File: config.mk
export PLATFORM = sky130hd
export DESIGN_NAME = regfile_wb_arbiter
export DESIGN_NICKNAME = d
export VERILOG_FILES = /design/src/rtl/regfile_wb_arbiter.sv
export SDC_FILE = /design/constraint.sdc
export NUM_CORES = 1
export LEC_CHECK = 0
export CORE_AREA = 10 10 115 117
export CTS_CLUSTER_SIZE = 25
export DETAILED_ROUTE_END_ITERATION = 8
export DIE_AREA = 0 0 125 127
export PLACE_DENSITY = 0.77
export SETUP_SLACK_MARGIN = 0.15
export SYNTH_ARGS = -nofsm -noshare
export SYNTH_HDL_FRONTEND = slang
export SYNTH_SLANG_ARGS = --single-unit
File: constraint.sdc
create_clock -name i_clk -period 4.3 [get_ports i_clk]
set_input_delay 0.43 -clock i_clk [delete_from_list [all_inputs] [get_ports i_clk]]
set_output_delay 0.43 -clock i_clk [all_outputs]
set_load 0.02 [all_outputs]
File: src/rtl/regfile_wb_arbiter.sv
// Round-robin register-file write-back arbiter: one buffer per requester, trap flush, busy scoreboard.
// Optional same-cycle bypass into an idle arbiter is built when COTM32_WB_BYPASS_EN is defined.
module regfile_wb_arbiter #(
    parameter int XLEN     = 32,
    parameter int NUM_REGS = 32,
    parameter int N_REQ    = 2,
    parameter int N_REGS   = NUM_REGS,
    localparam int AW      = $clog2(N_REGS),
    localparam int PW      = (N_REQ > 2) ? 2 : 1
) (
    input  logic                       i_clk,
    input  logic                       i_rst,
    input  logic [N_REQ-1:0]           i_req_valid,
    input  logic [N_REQ-1:0][AW-1:0]   i_req_addr,
    input  logic [N_REQ-1:0][XLEN-1:0] i_req_data,
    output logic [N_REQ-1:0]           o_req_ready,
    input  logic                       i_trap_req,
    output logic                       o_we,
    output logic [AW-1:0]              o_waddr,
    output logic [XLEN-1:0]            o_wdata,
    output logic [N_REGS-1:0]          o_busy
);

    typedef enum logic {RUN, FLUSH} state_t;

    state_t                     state_q, state_d;
    logic [N_REQ-1:0]           buf_valid_q, buf_valid_d;
    logic [N_REQ-1:0][AW-1:0]   buf_addr_q, buf_addr_d;
    logic [N_REQ-1:0][XLEN-1:0] buf_data_q, buf_data_d;
    logic [PW-1:0]              rr_ptr_q, rr_ptr_d;

    logic             block;
    logic [N_REQ-1:0] cand_buf, grant, bypass, take;
    logic [PW:0]      pick_buf;
`ifdef COTM32_WB_BYPASS_EN
    logic [N_REQ-1:0] cand_byp;
    logic [PW:0]      pick_byp;
`endif

    // Returns {found, index} of the first candidate after ptr, wrapping modulo N_REQ.
    function automatic logic [PW:0] rr_pick(input logic [N_REQ-1:0] cand, input logic [PW-1:0] ptr);
        logic [PW:0] res;
        int          idx;
        res = '0;
        for (int i = N_REQ; i >= 1; i--) begin
            idx = int'(ptr) + i;
            if (idx >= N_REQ) idx = idx - N_REQ;
            if (cand[idx]) res = {1'b1, PW'(idx)};
        end
        return res;
    endfunction

    always_comb begin
        block    = (state_q == FLUSH) || i_trap_req;
        grant    = '0;
        bypass   = '0;
        o_we     = 1'b0;
        o_waddr  = '0;
        o_wdata  = '0;
        rr_ptr_d = rr_ptr_q;
        for (int k = 0; k < N_REQ; k++) cand_buf[k] = buf_valid_q[k] && (buf_addr_q[k] != '0);
        pick_buf = rr_pick(cand_buf, rr_ptr_q);
`ifdef COTM32_WB_BYPASS_EN
        for (int k = 0; k < N_REQ; k++) cand_byp[k] = i_req_valid[k] && (i_req_addr[k] != '0);
        pick_byp = rr_pick(cand_byp, rr_ptr_q);
`endif
        if (!block && pick_buf[PW]) begin
            grant[pick_buf[PW-1:0]] = 1'b1;
            o_we     = 1'b1;
            o_waddr  = buf_addr_q[pick_buf[PW-1:0]];
            o_wdata  = buf_data_q[pick_buf[PW-1:0]];
            rr_ptr_d = pick_buf[PW-1:0];
        end
`ifdef COTM32_WB_BYPASS_EN
        // Only an entirely empty arbiter forwards a request in its own cycle.
        else if (!block && i_rst && (buf_valid_q == '0) && pick_byp[PW]) begin
            bypass[pick_byp[PW-1:0]] = 1'b1;
            o_we     = 1'b1;
            o_waddr  = i_req_addr[pick_byp[PW-1:0]];
            o_wdata  = i_req_data[pick_byp[PW-1:0]];
            rr_ptr_d = pick_byp[PW-1:0];
        end
`endif

        o_req_ready = (~buf_valid_q | grant) & {N_REQ{~block}};
        take        = i_req_valid & o_req_ready;

        buf_valid_d = buf_valid_q;
        buf_addr_d  = buf_addr_q;
        buf_data_d  = buf_data_q;
        for (int k = 0; k < N_REQ; k++) begin
            if (block) begin
                buf_valid_d[k] = 1'b0;
            end else if (take[k] && !bypass[k]) begin
                buf_valid_d[k] = 1'b1;
                buf_addr_d[k]  = i_req_addr[k];
                buf_data_d[k]  = i_req_data[k];
            end else if (grant[k] || (buf_valid_q[k] && (buf_addr_q[k] == '0))) begin
                // Writes to register 0 are swallowed after one cycle of occupancy.
                buf_valid_d[k] = 1'b0;
            end
        end

        state_d = RUN;
        if ((state_q == RUN) && i_trap_req) state_d = FLUSH;
    end

    always_comb begin
        o_busy = '0;
        for (int k = 0; k < N_REQ; k++) begin
            if (buf_valid_q[k]) o_busy[buf_addr_q[k]] = 1'b1;
        end
        o_busy[0] = 1'b0;
    end

    always_ff @(posedge i_clk or negedge i_rst) begin
        if (!i_rst) begin
            state_q     <= RUN;
            buf_valid_q <= '0;
            buf_addr_q  <= '0;
            buf_data_q  <= '0;
            rr_ptr_q    <= PW'(N_REQ - 1);
        end else begin
            state_q     <= state_d;
            buf_valid_q <= buf_valid_d;
            buf_addr_q  <= buf_addr_d;
            buf_data_q  <= buf_data_d;
            rr_ptr_q    <= rr_ptr_d;
        end
    end

endmodule
==> implementation parameters, run 1 <==
Parameter                              Value

Final layout
  Antenna diode count ... 0
  Layout Nets ... 524
  Number of non-filler instances in the completed layout ... 593
  Layout cell share with drive strength beyond 1 ... 22.2%
  Number of inserted filler cells in the final layout ... 968
  Post-synthesis to final-layout area growth ... 41.8%

Synth
  Sequential-to-total area share from yosys stat ... 46.9%
  Combined area of all synthesized cells ... 4160 µm²
  Post-synth EDFFs ... 0
  Post-synthesis net count ... 391
  Most numerous cell in the Yosys netlist ... sky130_fd_sc_hd__dfrtp_1
  Area share of the largest cell type after synthesis ... 46.3%
  Synth Register Bits ... 78
  Average cell area after synthesis ... 13.3 µm²
  Gate count after technology mapping ... 312
  Top cells by area in the synthesized netlist ... sky130_fd_sc_hd__dfrtp_1 (46%), sky130_fd_sc_hd__mux2_4 (14%), sky130_fd_sc_hd__a22o_1 (7.6%)
  Synth unique cells ... 40
  Synth Warn # ... 0
  Area leader, netlist ... sky130_fd_sc_hd__dfrtp_1
  Top flip-flop cell by instance count after synthesis ... sky130_fd_sc_hd__dfrtp_1
  Share of synthesized flip-flops with an asynchronous set or reset ... 100%
  Ranking of synthesized cells by instance count ... sky130_fd_sc_hd__dfrtp_1 (77), sky130_fd_sc_hd__mux2_4 (40), sky130_fd_sc_hd__a22o_1 (36)

Clock network
  CTS Sinks ... 78
  Clock tree from TritonCTS ... done
  Cells resized by post-CTS repair ... 0
  Insertion delay to the later sink of the worst-skew pair ... 0.33 ns
  Cell chosen for the clock root ... sky130_fd_sc_hd__clkbuf_16
  Clock-pin slew of the registers on the worst-case setup and hold paths ... 0.06 ns
  Number of hold buffers added after cts ... 0
  Depth of the CTS H-tree ... 3
  Maximum count of clock buffers along a single path ... 2
  Clock buffers created by TritonCTS ... 9
  Postcts setup bufs ... 0

Timing
  Fin. Hold Viols ... 0
  Headroom to the max-slew limit ... 21.4%
  Pins over their slew limit ... 0
  Setup repair after global routing missed its margin ... false
  Timing-limited maximum frequency ... 266 MHz
  Clock tree skew after final layout ... 0.00714 ns
  Slew at the pin closest to its max-slew limit ... 1.18 ns
  Hold Worst Slack ... 0.269 ns
  Number of setup violations in the final report ... 0
  Setup_tns ... 0 ns
  Final period util ... 87.4%
  Minimum clock period after layout ... 3.76 ns

Die
  Die boundary width ... 125 µm
  Vertical die dimension ... 127 µm
  Boundary Pins ... 151
  Die Area ... 15900 µm²
  Number of cell rows ... 39
  Initial cell density of the core ... 37.4%
  Core ar. ... 11100 µm²

Worst setup path
  Worst EP required ... 3.87 ns
  Crit path largest cell delay ... 0.82 ns
  Kind of start point of the critical path ... flip-flop
  Endpoint class of the critical path ... output port
  CP max-delay cell ... sky130_fd_sc_hd__o21ba_2
  Critical-path cell list ... or3_4 > o31ai_4 > o21ba_2 > a22o_1 > clkdlybuf4s50_1
  Type of the worst setup path ... flip-flop to output port
  Worst Path Buf+Inv ... 1
  Crit path max fanout ... 37
  Data arrival time at the worst-slack endpoint ... 3.33 ns
  Gate family responsible for the most delay along the worst path ... compound AO/OA/AOI/OAI gates

Power and ir drop
  Total leakage power ... 0.00243 µW
  Cell area power density ... 413 nW/µm²
  Maximum VDD drop ... 0.000232 V

Global routing
  Total gr overflow ... 0
  Wire length of the first global-routing pass ... 19000 µm
  Global-route usage over all layers ... 14.5%
  Number of global-route vias before repair ... 3486
  Largest net degree at the start of global routing ... 79
  Antenna violations before repair ... 1

Detailed routing
  Drt first-iter violations ... 220
  Detailed-router iteration count before antenna repair ... 5
  Total number of vias ... 3178
  Total routed wirelength ... 12000 µm
  Residual antenna-violating net count after detailed routing ... 0
  Vias per inst ... 5.36
  Drt drc ... 0
  Average routed wire per standard cell ... 20.2 µm

Placed design
  Cell count after placement ... 577
  Final Wtd Congestion ... 0.836
  PortBufs ... 149
  DP Wirelength ... 8640 µm

Min path
  HP Class ... primary input to asynchronous set/reset pin

Status
  Run status ... finished, final reports clean

Run
  Max-Cap Viols ... 0
[layer usage]
metal	routed length, µm	vias up	track usage, %	part of all wire (%)
met5	8	-	0	0.067
met4	166	2	4.81	1.4
met1	4770	1564	16.4	40
met3	1100	15	5.79	9.2
li1	-	1453	-	-
met2	5910	144	24.4	49
[final timing paths]
path | from | endpoint | slack (ns) | cells past startpoint
max in group asynchronous | i_rst | buf_addr_q[1]$_DFFE_PN0P_ | 3.42 | 1
min in group i_clk | state_q$_DFF_PN0_ | state_q$_DFF_PN0_ | 0.44 | 1
hold / removal | i_rst | buf_data_q[2]$_DFFE_PN0P_ | 0.27 | 1
setup reg to reg | buf_addr_q[9]$_DFFE_PN0P_ | buf_data_q[48]$_DFFE_PN0P_ | 1.76 | 4
hold reg to reg | state_q$_DFF_PN0_ | state_q$_DFF_PN0_ | 0.44 | 1
setup / recovery | buf_addr_q[9]$_DFFE_PN0P_ | o_wdata[15] | 0.54 | 5
[worst reg2reg max path: stages, from the launching register on]
cell and delay, ns:
sky130_fd_sc_hd__dfrtp_1 0.50, sky130_fd_sc_hd__nor3_1 0.30, sky130_fd_sc_hd__and3_1 0.26, sky130_fd_sc_hd__a211o_2 0.89, sky130_fd_sc_hd__mux2_2 0.46
[through the flow]
stage | setup slack, ns | util, % | total power (µW) | area (µm²)
2_1_floorplan | 2.06 | - | 1380 | 4160
3_3_place_gp | 0.872 | 49.9 | 1550 | 5550
3_5_place_dp | 0.811 | 49.9 | 1570 | 5550
4_1_cts | 0.498 | 53.1 | 2470 | 5900
5_1_grt | 0.361 | 53.1 | 2560 | 5900
6_report | 0.543 | 53.1 | 2440 | 5900
[cell usage in the layout, fill, tap and decap left out, drive strengths merged, types with 2 or more instances in the layout]
| cell | instances |
|---|---|
| inv | 5 |
| nand3b | 10 |
| dfrtp | 77 |
| nand3 | 4 |
| buf | 3 |
| clkdlybuf4s50 | 148 |
| a21oi | 3 |
| nor2 | 5 |
| o31ai | 2 |
| bufinv | 3 |
| o2bb2ai | 5 |
| or3 | 2 |
| mux2 | 69 |
| clkbuf | 13 |
| o22ai | 31 |
| a211oi | 2 |
| a22o | 37 |
| or2 | 2 |
| or3b | 5 |
| nor3 | 4 |
| nand2 | 10 |
[final cells by class]
type                            instances  area [µm²]  share of cell area (%)
Sequential cell                        78        1950                    33.1
Multi-Input combinational cell        200        1900                    32.2
Timing Repair Buffer                  151        1500                    25.5
Clock buffer                           13         260                    4.41
Tap cell                              143         179                    3.03
Clock inverter                          3        90.1                    1.53
Inverter                                5        18.8                   0.318
[state kept, by name (all words and copies together) (netlist names)]
signal       flops
buf_data_q      64
state_q          1
buf_valid_q      2
buf_addr_q      10
rr_ptr_q         1
[power by group]
part / total [µW] / switching (µW) / internal, µW / leakage (µW)
logic: 530 / 204 / 326 / 0.00134
registers: 1030 / 136 / 893 / 0.000925
clock network: 882 / 283 / 599 / 0.000170
[cell families after synthesis]
| group | synth area share (%) |
|---|---|
| buffers and inverters | 7.69 |
| AO/OA/AOI/OAI | 16.3 |
| flip-flops | 46.9 |
| AND/OR/NAND/NOR | 6.70 |
| multiplexers | 22.3 |
| other | 0.0901 |
Note: power is estimated with default switching activity, not from simulation.
==> inputs of run 2 (changes only) <==
- CTS_CLUSTER_DIAMETER: unset -> 60
- PLACE_DENSITY: 0.77 -> 0.7
==> run 2 against run 1 <==
  * Worst hold slack got worse by 0.021 ns
  * Final cell count increased by 0.34%
  * Count of clock-buffer cells in the layout increased by 1
  * Sequential power about the same
  * Fmax increased by 2.5%
  * Worst setup slack improved by 0.090 ns
  * Sequential share of layout area increased by 0.13 points
  * Clock power decreased by 11%
  * Non-clock buffer count increased by 2
  * Sequential cell count unchanged
  * Die area unchanged
  * Largest power group unchanged
==> implementation parameters, run 2 (same netlist as run 1, synthesis figures left out) <==
Parameter                              Value

Status
  Run status ... finished, final reports clean

Final layout
  Most common cell after layout, fill and taps aside ... sky130_fd_sc_hd__clkdlybuf4s50_1
  Number of flip-flops under the largest register name ... 64
  Registers with the most flip-flops ... buf_data_q: 64 flops, buf_addr_q: 10 flops, buf_valid_q: 2 flops
  Layout Nets ... 526
  Reg with most FFs ... buf_data_q
  Antenna diode count ... 0
  Post-synthesis to final-layout area growth ... 41.3%
  Post-route cell area ... 5880 µm²
  Layout cell share with drive strength beyond 1 ... 22.6%
  Most frequent cells in the layout ... sky130_fd_sc_hd__clkdlybuf4s50_1 (148), sky130_fd_sc_hd__dfrtp_1 (77), sky130_fd_sc_hd__mux2_4 (40)
  Util after Layout ... 52.9%

Global routing
  Wire length of the first global-routing pass ... 19200 µm
  Number of global-route vias before repair ... 3543
  Total gr overflow ... 0
  Antenna violations before repair ... 2
  Largest net degree at the start of global routing ... 79
  Global-route usage over all layers ... 14.7%

Clock network
  Number of hold buffers added after cts ... 0
  Cell chosen for the clock root ... sky130_fd_sc_hd__clkbuf_16
  CTS Sinks ... 78
  Cells resized by post-CTS repair ... 0
  Maximum count of clock buffers along a single path ... 2
  Insertion delay to the later sink of the worst-skew pair ... 0.33 ns
  Depth of the CTS H-tree ... 3
  Clock tree from TritonCTS ... done
  Postcts setup bufs ... 0
  Clock-pin slew of the registers on the worst-case setup and hold paths ... 0.06 ns
  Clock buffers created by TritonCTS ... 9

Die
  Die Area ... 15900 µm²
  Boundary Pins ... 151
  Core ar. ... 11100 µm²
  Number of cell rows ... 39
  Vertical die dimension ... 127 µm
  Initial cell density of the core ... 37.4%
  Die boundary width ... 125 µm

Detailed routing
  Total number of vias ... 3247
  Detailed-router iteration count before antenna repair ... 5
  Drt first-iter violations ... 274
  Drt drc ... 0
  Total routed wirelength ... 12100 µm
  Residual antenna-violating net count after detailed routing ... 0
  Vias per inst ... 5.46
  Average routed wire per standard cell ... 20.4 µm

Timing
  Pins over their slew limit ... 0
  Timing-limited maximum frequency ... 273 MHz
  Setup slack after layout ... 0.633 ns
  Headroom to the max-slew limit ... 28.0%
  Fin. Hold Viols ... 0
  Setup_tns ... 0 ns
  Minimum clock period after layout ... 3.67 ns
  Clock tree skew after final layout ... 0.00888 ns
  Slew at the pin closest to its max-slew limit ... 1.08 ns
  Setup repair after global routing missed its margin ... false
  Number of setup violations in the final report ... 0
  Final period util ... 85.3%

Power and ir drop
  Total power ... 2340 µW
  Maximum VDD drop ... 0.000322 V
  Cell area power density ... 398 nW/µm²
  Total leakage power ... 0.00242 µW

Worst setup path
  Type of the worst setup path ... flip-flop to output port
  Crit path largest cell delay ... 0.65 ns
  Data arrival time at the worst-slack endpoint ... 3.24 ns
  Crit path max fanout ... 27
  Kind of start point of the critical path ... flip-flop
  Critical-path cell list ... or3_4 > o31ai_4 > o21ba_2 > buf_4 > a22o_1 > clkdlybuf4s50_1
  Endpoint class of the critical path ... output port
  Worst EP required ... 3.87 ns
  CP max-delay cell ... sky130_fd_sc_hd__clkdlybuf4s50_1

Min path
  HP Class ... primary input to asynchronous set/reset pin

Placed design
  Worst slack, placed ... 0.974 ns
  DP Wirelength ... 8850 µm
  DP Area ... 5570 µm²
  Final Wtd Congestion ... 0.935
  PortBufs ... 149

Run
  Max-Cap Viols ... 0
[run 2: cell types whose count changed in the layout (fill, tap and decap cells not counted), sizes merged]
cell    before  now
clkinv       0    1
bufinv       3    1
buf          3    5
clkbuf      13   14
[run 2: critical path: cells and delay by family (launching register included)]
family	cells	cell delay [ns]
flops	1	0.50
simple gates	1	0.45
compound gates	3	0.91
buf+inv	2	1.04
[run 2: metal layers]
metal / share of wire (%) / global-route usage, % / vias up / wire [µm]
met5: 0.15 / 0 / - / 18
met4: 2.4 / 6.10 / 2 / 291
met3: 11 / 6.24 / 24 / 1290
met2: 47 / 24.0 / 168 / 5690
met1: 40 / 16.7 / 1598 / 4830
li1: - / - / 1455 / -
[run 2: area by class of cell]
cell class	count	area, µm²
fillers	940	5240
flip-flops and latches	78	1950
multi-input cells	200	1900
repair buffers	153	1520
clock buffers	14	274
well taps	143	179
clock inverters	2	38.8
inverters	5	18.8
[run 2: through the flow]
| stage | hold WS (ns) | instances |
|---|---|---|
| final | 0.247 | 595 |
| after global routing | 0.340 | 595 |
| after global placement | 0.429 | 579 |
| after CTS | 0.309 | 595 |
| after detailed placement | 0.437 | 579 |
| after floorplan | 0.134 | 312 |
[run 2: final timing paths]
check                                          startpoint                         end  slack, ns  depth (start not counted)
worst max-delay path            buf_addr_q[9]$_DFFE_PN0P_                 o_wdata[11]       0.63                          6
worst min-delay path                                i_rst  buf_data_q[13]$_DFFE_PN0P_       0.25                          1
worst max register to register  buf_addr_q[4]$_DFFE_PN0P_  buf_data_q[41]$_DFFE_PN0P_       1.78                          5
worst min register to register          state_q$_DFF_PN0_           state_q$_DFF_PN0_       0.45                          1
max in group asynchronous                           i_rst           state_q$_DFF_PN0_       3.40                          1
min in group i_clk                      state_q$_DFF_PN0_           state_q$_DFF_PN0_       0.45                          1
[run 2: power breakdown]
group	leakage, µW	switching [µW]	internal (µW)
Sequential	0.000925	138	893
Combinational	0.00135	204	326
Clock	0.000153	283	499
